`config.mk`:
```
export PLATFORM = sky130hd
export DESIGN_NAME = vx_mem_line_packer
export DESIGN_NICKNAME = d
export VERILOG_FILES = /design/src/rtl/vx_mem_line_packer.sv
export SDC_FILE = /design/constraint.sdc
export NUM_CORES = 2
export LEC_CHECK = 0
export ABC_AREA = 1
export CAP_MARGIN = 30
export CELL_PAD_IN_SITES_DETAIL_PLACEMENT = 1
export CELL_PAD_IN_SITES_GLOBAL_PLACEMENT = 2
export CORE_UTILIZATION = 28
export DETAILED_ROUTE_END_ITERATION = 10
export GPL_ROUTABILITY_DRIVEN = 1
export GPL_TIMING_DRIVEN = 0
export PLACE_DENSITY_LB_ADDON = 0.15
export REMOVE_ABC_BUFFERS = 1
export SLEW_MARGIN = 10
export SYNTH_ARGS = -nofsm -noshare
export SYNTH_HDL_FRONTEND = slang
export SYNTH_SLANG_ARGS = --single-unit
```
`constraint.sdc`:
```
create_clock -name clk -period 2.8 [get_ports clk]
set_input_delay 0.7 -clock clk [delete_from_list [all_inputs] [get_ports clk]]
set_output_delay 0.7 -clock clk [all_outputs]
set_load 0.005 [all_outputs]
```
`src/rtl/vx_mem_line_packer.sv`:
```
// Packs 32-bit instruction words into cachelines for the memory loader.
// Build option VX_MEM_PACKER_PAD_NOP_EN: pad partial lines with NOP, else zero.
module vx_mem_line_packer #(
  parameter int WORD_WIDTH     = 32,
  parameter int LINE_WIDTH     = 512,
  parameter int WORDS_PER_LINE = LINE_WIDTH / WORD_WIDTH,
  parameter int CNT_WIDTH      = 16
) (
  input  logic                  clk,
  input  logic                  reset,
  input  logic                  in_valid,
  input  logic [WORD_WIDTH-1:0] in_word,
  input  logic                  in_last,
  output logic                  in_ready,
  output logic                  load_valid,
  output logic [LINE_WIDTH-1:0] cacheline,
  input  logic                  load_ready,
  output logic [CNT_WIDTH-1:0]  lines_sent,
  output logic                  busy,
  output logic                  done
);

  localparam int IDX_W =
    (WORDS_PER_LINE > 1) ? $clog2(WORDS_PER_LINE) : 1;
  localparam logic [IDX_W-1:0] LAST_IDX =
    IDX_W'(WORDS_PER_LINE - 1);

`ifdef VX_MEM_PACKER_PAD_NOP_EN
  localparam logic [WORD_WIDTH-1:0] PAD = WORD_WIDTH'(32'h00000013);
`else
  localparam logic [WORD_WIDTH-1:0] PAD = '0;
`endif

  logic [LINE_WIDTH-1:0] r_asm;
  logic [IDX_W-1:0]      r_idx;
  logic                  r_asm_full;
  logic                  r_asm_last;
  logic [LINE_WIDTH-1:0] r_out;
  logic                  r_out_valid;
  logic                  r_out_last;
  logic [CNT_WIDTH-1:0]  r_cnt;
  logic                  r_done;

  logic                  w_in_fire;
  logic                  w_out_fire;
  logic                  w_close;
  logic                  w_out_free;
  logic [LINE_WIDTH-1:0] w_line;

  assign w_in_fire  = in_valid && !r_asm_full;
  assign w_out_fire = r_out_valid && load_ready;
  assign w_close    = w_in_fire && (in_last || (r_idx == LAST_IDX));
  assign w_out_free = !r_out_valid || w_out_fire;

  // Closing line: held words, the closing word, then padding above it.
  always_comb begin
    w_line = '0;
    for (int i = 0; i < WORDS_PER_LINE; i++) begin
      if (i < int'(r_idx))
        w_line[i*WORD_WIDTH +: WORD_WIDTH] = r_asm[i*WORD_WIDTH +: WORD_WIDTH];
      else if (i == int'(r_idx))
        w_line[i*WORD_WIDTH +: WORD_WIDTH] = in_word;
      else
        w_line[i*WORD_WIDTH +: WORD_WIDTH] = PAD;
    end
  end

  always_ff @(posedge clk) begin
    if (!reset) begin
      r_asm       <= '0;
      r_idx       <= '0;
      r_asm_full  <= 1'b0;
      r_asm_last  <= 1'b0;
      r_out       <= '0;
      r_out_valid <= 1'b0;
      r_out_last  <= 1'b0;
      r_cnt       <= '0;
      r_done      <= 1'b0;
    end else begin
      if (w_in_fire) begin
        if (w_close) begin
          r_idx <= '0;
          if (w_out_free) begin
            r_out       <= w_line;
            r_out_valid <= 1'b1;
            r_out_last  <= in_last;
          end else begin
            r_asm      <= w_line;
            r_asm_full <= 1'b1;
            r_asm_last <= in_last;
          end
        end else begin
          r_asm[r_idx*WORD_WIDTH +: WORD_WIDTH] <= in_word;
          r_idx <= r_idx + 1'b1;
        end
      end
      // A line parked in the assembly buffer moves out on the next transfer.
      if (!(w_close && w_out_free)) begin
        if (r_asm_full && w_out_fire) begin
          r_out      <= r_asm;
          r_out_last <= r_asm_last;
          r_asm_full <= 1'b0;
        end else if (w_out_fire) begin
          r_out_valid <= 1'b0;
        end
      end
      if (w_out_fire)
        r_cnt <= r_cnt + 1'b1;
      if (w_out_fire && r_out_last && !r_asm_full)
        r_done <= 1'b1;
      else if (w_in_fire)
        r_done <= 1'b0;
    end
  end

  assign in_ready   = !r_asm_full;
  assign load_valid = r_out_valid;
  assign cacheline  = r_out;
  assign lines_sent = r_cnt;
  assign done       = r_done;
  assign busy       = (r_idx != '0) || r_asm_full || r_out_valid;

endmodule

```
After elaboration in Yosys (flattened, before gate mapping)
Cells that the tools add are included.
{"block": "totals", "word_cells": 123, "ff_bits": 1049, "output_inout_bits": 532, "input_bits": 37}
{"block": "classes", "n_eq_ne": 17, "n_addsub": 3, "n_lt_le_gt_ge": 15, "reduce_logical": 18, "muxes": 58, "bitwise": 1, "shift": 2}
{"cell": "2-to-1 mux 512 bit", "n": 7}
{"cell": "2-to-1 mux 32 bit", "n": 31}
{"cell": "bitwise mux 512 bit", "n": 1}
{"cell": "variable shift 32 x 34 -> 512 bit (first input constant)", "n": 1}
{"cell": "indexed part select 32 x 34 -> 512 bit", "n": 1}
{"cell": "negation 9 -> 34 bit", "n": 1}
{"cell": "equality test 4 bit (first input constant)", "n": 8}
{"cell": "< comparator 4 bit (first input constant)", "n": 7}
{"cell": "2-to-1 mux 1 bit", "n": 18}
{"cell": "adder 16 x 1 -> 16 bit (second input constant)", "n": 1}
{"cell": "equality test 3 x 4 -> 1 bit (first input constant)", "n": 4}
{"cell": "< comparator 3 x 4 -> 1 bit (first input constant)", "n": 4}
{"cell": "equality test 2 x 4 -> 1 bit (first input constant)", "n": 2}
{"cell": "< comparator 1 x 4 -> 1 bit (first input constant)", "n": 2}
{"cell": "< comparator 2 x 4 -> 1 bit (first input constant)", "n": 2}
{"cell": "logical AND 1 bit", "n": 7}
{"cell": "adder 4 x 1 -> 4 bit (second input constant)", "n": 1}
{"cell": "equality test 1 x 4 -> 1 bit (first input constant)", "n": 1}
{"cell": "equality test 4 bit (second input constant)", "n": 1}
{"cell": "zero test 4 bit", "n": 1}
{"cell": "logical OR 1 bit", "n": 4}
{"cell": "2-to-1 mux 4 bit", "n": 1}
{"cell": "nonzero test 4 bit", "n": 1}
{"cell": "AND reduction 3 bit", "n": 1}
{"cell": "other kinds (5)", "n": 6}

Logic depth before layout (Yosys ltp)
{"block": "logic_depth", "ltp_word": 8, "ltp_mapped": 16, "ltp_nobuf": 13}

Least setup slack after synthesis
Ideal clock, no wire load.
{"block": "synth_path", "path_kind": "reg-to-reg", "from": "register r_idx[3]", "to": "register r_asm[10]", "path_stages_with_launch": 14, "period_less_slack_ns": 2.866, "path_buffers": 5, "arrival_ns": 2.753, "setup_slack_ns": -0.066, "required_time_ns": 2.687, "setup_ns": 0.113, "cell_sequence": "dfxtp_1 buf_4 inv_1 clkbuf_1 buf_1 ha_1 clkbuf_1 nor4_2 nand2_1 nand2_1 clkbuf_1 nand3_1 nor2_1 nor2_1"}
{"block": "synth_between", "elab_chain_len": 5, "word_cells_on_any_way": 15, "cone_classes": "1 x add/sub; 1 x order compare; 2 x eq/ne; 2 x shift; 5 x mux; 4 x reduce/logical"}
{"item": "from (decl)", "line": "35", "text": "logic [IDX_W-1:0] r_idx;"}
{"item": "from (signal assigned)", "line": "94", "text": "r_idx <= r_idx + 1'b1;"}
{"item": "parallel branches: the longest is 5 deep, another holds negation 9 -> 34 bit"}
{"item": "to (signal assigned)", "line": "88", "text": "r_asm <= w_line;"}
{"item": "to (signal, indexed assignment)", "line": "93", "text": "r_asm[r_idx*WORD_WIDTH +: WORD_WIDTH] <= in_word;"}
{"item": "to (decl)", "line": "34", "text": "logic [LINE_WIDTH-1:0] r_asm;"}
Several ways; the timed one is not identified. The select of a mux whose other input is x is not followed.
A chain may end at the register's enable or synchronous reset.

Final worst setup path
{"block": "layout_path", "from": "register r_idx[0]", "to": "register r_out[150] (netlist: cacheline[150])"}
{"block": "layout_between", "elab_chain_len": 8, "word_cells_on_any_way": 13, "cone_classes": "1 x order compare; 2 x eq/ne; 7 x mux; 3 x reduce/logical"}
{"item": "parallel branches: the longest is 7 deep, another holds < comparator 3 x 4 -> 1 bit"}
{"item": "2-to-1 mux 512 bit *", "line": "98", "text": "if (!(w_close && w_out_free)) begin"}
{"item": "to (signal assigned)", "line": "84", "text": "r_out <= w_line;"}
{"item": "to (signal assigned)", "line": "100", "text": "r_out <= r_asm;"}
{"item": "to (decl)", "line": "38", "text": "logic [LINE_WIDTH-1:0] r_out;"}
Every way passes the cells marked *.

==> run summary <==
LOGIC SYNTHESIS
--------------------------------------------------------------------------
Sequential area share after synthesis                                0.379
Main flop type after synthesis                                     dfxtp_1
Yosys top cell by area                                             dfxtp_1
Area of the mapped netlist                                      55400 um^2
Cell types with the largest area share after synthesis        dfxtp_1, nand2_1, nor2_1
Async set-or-reset flop fraction in the synthesized netlist              0
Yosys cell types                                                        42
Number of flops mapped to enable cells by yosys                          0
Most frequent cell after synthesis                                 nand2_1
Total number of yosys warnings                                           0
Post-Synthesis Cells                                                  8948
FF+latch count, synth                                                 1049
Leading cell types by count after synthesis                   nand2_1, nor2_1, dfxtp_1, o21ai_0, inv_1
Area share of the largest cell type after synthesis                  0.379
Syn Area/Cell                                                    6.20 um^2

RUN STATUS
--------------------------------------------------------------------------
Run status                                                    finished with violations
Violated checks                                               setup timing

FINAL LAYOUT
--------------------------------------------------------------------------
Final Instance Count excl. Fillers                                   12100
Net count, final                                                      9404
Final instance area                                             75900 um^2
Fraction of layout cells with a size suffix above 1                 0.0907
Post-Route Utilization                                               0.388
Area delta synth->final                                              37.0%

PLACE
--------------------------------------------------------------------------
Worst slack after detailed placement                              -3.05 ns
Number of placed cells counting well taps                            11600
Placed Instance Area                                            66600 um^2
Final RePlAce weighted congestion                                    0.821
Number of buffer cells added on primary ports                          568
Detailed placement HPWL                                          213000 um

WORST SETUP PATH
--------------------------------------------------------------------------
Critical Path AT                                                   3.53 ns
CP bufs+invs                                                             4
CP delay by family, top                                       compound AO/OA/AOI/OAI gates
R2r setup slk                                                     -0.06 ns
Ordered list of cells on the worst path                       buf_6, ha_4, nand3_4, a21oi_4, buf_12, nand2_8, buf_12, buf_16, o21ai_0, nor2_1
Critical Path Max Stage Delay                                      0.71 ns
CP Data Required Time                                              3.47 ns
Cell with the most instances on the worst path                      buf_12
Type of origin of the critical path                              flip-flop
Worst Setup End Kind                                             flip-flop
Crit path kind                                                flip-flop to flip-flop
Crit-path slowest cell                                             o21ai_0
Crit-path max FO                                                        56

PWR
--------------------------------------------------------------------------
Static Leakage                                                     31.3 nW
Worst IR Drop VDD                                               0.000642 V
Power per standard cell area                                   568 nW/um^2

DETAILED ROUTING
--------------------------------------------------------------------------
Detail-routed net length per standard cell                         29.6 um
Initial DRC Count                                                     5480
Post-DR vias/cell                                                     5.54
Routed WL                                                        358000 um
Number of iterations in the first detailed-routing pass                  5
Antenna Nets Post-Route                                                  0
Number of DRC violations after detailed routing                          0
Via count of the routed design                                       67000

GLOBAL ROUTING
--------------------------------------------------------------------------
Number of global-route vias before repair                            65900
Total global routing overflow                                            0
Initial antenna violation count                                         13
Total track usage                                                    0.344
First-pass GRT wire length                                       495000 um
Pin count of the biggest net entering global routing                   131

TIMING
--------------------------------------------------------------------------
Worst slew slack as a fraction of its limit                          0.250
Crit path setup slack, layout                                   -0.0571 ns
Minimum clock period after layout                                  2.86 ns
Fin. max-slew vios                                                       0
Final hold violations                                                    0
Worst-case clock skew                                            0.0308 ns
Slew at the pin closest to its max-slew limit                      1.12 ns
Count of final setup violators                                           2
Final cycle utilization of the critical path                          1.02
Max frequency                                                    0.350 GHz
Total Neg Setup Slack                                            -0.103 ns

CLOCK NETWORK
--------------------------------------------------------------------------
CTS Root Buffer Type                                             clkbuf_16
Number of hold buffers added after cts                                   0
Number of CTS-inserted buffers                                         141
Maximum count of clock buffers along a single path                       3
Clock latency on the worst-skew pair                               0.83 ns
Clock transition at the registers of the reported paths            0.06 ns
TritonCTS clock tree                                                   yes
H-tree depth                                                             4
Number of sinks driven by the clock tree                              1049

FLOORPLANNING
--------------------------------------------------------------------------
Core area                                                      196000 um^2
Die area                                                       200000 um^2
Effective utilization at floorplan                                   0.283
Row cnt                                                                162
Number of placed I/O pins                                              569
Floorplan die height                                                447 um
Die X-Extent                                                        447 um

WORST HOLD PATH
--------------------------------------------------------------------------
Class of the tightest hold or removal check                   primary input to flip-flop

JOB
--------------------------------------------------------------------------
Max-cap check violation count                                            0

[per-layer routing]
layer	part of all wire	vias up	global-route usage
li1	-	29900	-
met1	0.42	33700	0.436
met2	0.44	2681	0.543
met3	0.068	721	0.0576
met4	0.070	4	0.217
met5	0.000081	-	0
[path summary, 6_finish.rpt]
path,startpoint,cells after the start,end
max,r_idx[0],10,cacheline[150]
min,reset,3,r_asm[78]
max reg2reg,r_idx[0],10,cacheline[150]
min reg2reg,cacheline[79],2,cacheline[79]
[power by group]
group          switching (mW)  internal [mW]  total (mW)
clock                    7.82           10.9        18.7
sequential              0.494           15.7        16.2
combinational            5.55           2.78        8.33
total                    13.9           29.3        43.2
[cell families (layout without fill, tap and decap cells)]
logic type,count (synthesis),after routing,share of synthesized area
and+or+nand+nor,4317,4337,0.306
AOI/OAI and AO/OA,2138,2138,0.212
buffers and inverters,1432,1926,0.101
DFF,1049,1049,0.379
adders and majority gates,7,7,0.00158
xor gates and xnor gates,5,5,0.000790
other,0,7,0
[flip-flops by register name (all words and copies together) (netlist names)]
register,cells
cacheline,512
done,1
lines_sent,16
load_valid,1
r_asm,512
r_asm_full,1
r_asm_last,1
r_idx,4
r_out_last,1
[tightest hold or removal path, stage by stage]
cell and delay (ns):
buf_8 0.18, nand2_1 0.12, nor2_1 0.03
[cell type report]
| cell class | count | area (um^2) |
|---|---|---|
| Timing Repair Buffer | 992 | 13800 |
| Sequential cell | 1049 | 21000 |
| Tap cell | 2624 | 3280 |
| Clock inverter | 33 | 417 |
| Antenna cell | 7 | 17.5 |
| Inverter | 679 | 2880 |
| Multi-Input combinational cell | 6487 | 30300 |
| Clock buffer | 212 | 4180 |
| Timing Repair inverter | 10 | 90.1 |
| Fill cell | 24300 | 120000 |
[layout by cell type, fill, tap and decap left out, types with 32 or more instances in the layout]
cell type        instances
clkdlybuf4s50_1        564
o211ai_1               105
o21a_1                  35
o22ai_1                316
a21oi_1                541
buf_12                  76
nand2_1               2312
nor2_1                1509
nand2_4                 32
nand3_1                291
nand2_8                 33
clkbuf_16              154
a31oi_1                 80
buf_4                  126
dfxtp_1               1045
o21ai_1                 45
nand4_1                 67
bufbuf_16               33
clkbuf_1                35
o21ai_0                924
buf_16                 134
clkbuf_8                34
nor3_1                  37
inv_1                  641
[per-stage QoR]
step / power, mW / hold WS (ns)
after CTS: 43.1 / 0.266
after floorplan: 19.1 / 0.450
after detailed placement: 23.1 / 0.471
after global placement: 22.8 / 0.453
final: 43.2 / 0.284
after global routing: 44.4 / 0.309
[repair_timing]
item                       4_1_cts  5_1_grt
pin swaps                       42       17
cloned                          76       13
setup endpoints to repair     1033      564
gates resized for setup        290       67
buffers inserted               122       36
Note: power is estimated with default switching activity, not from simulation.
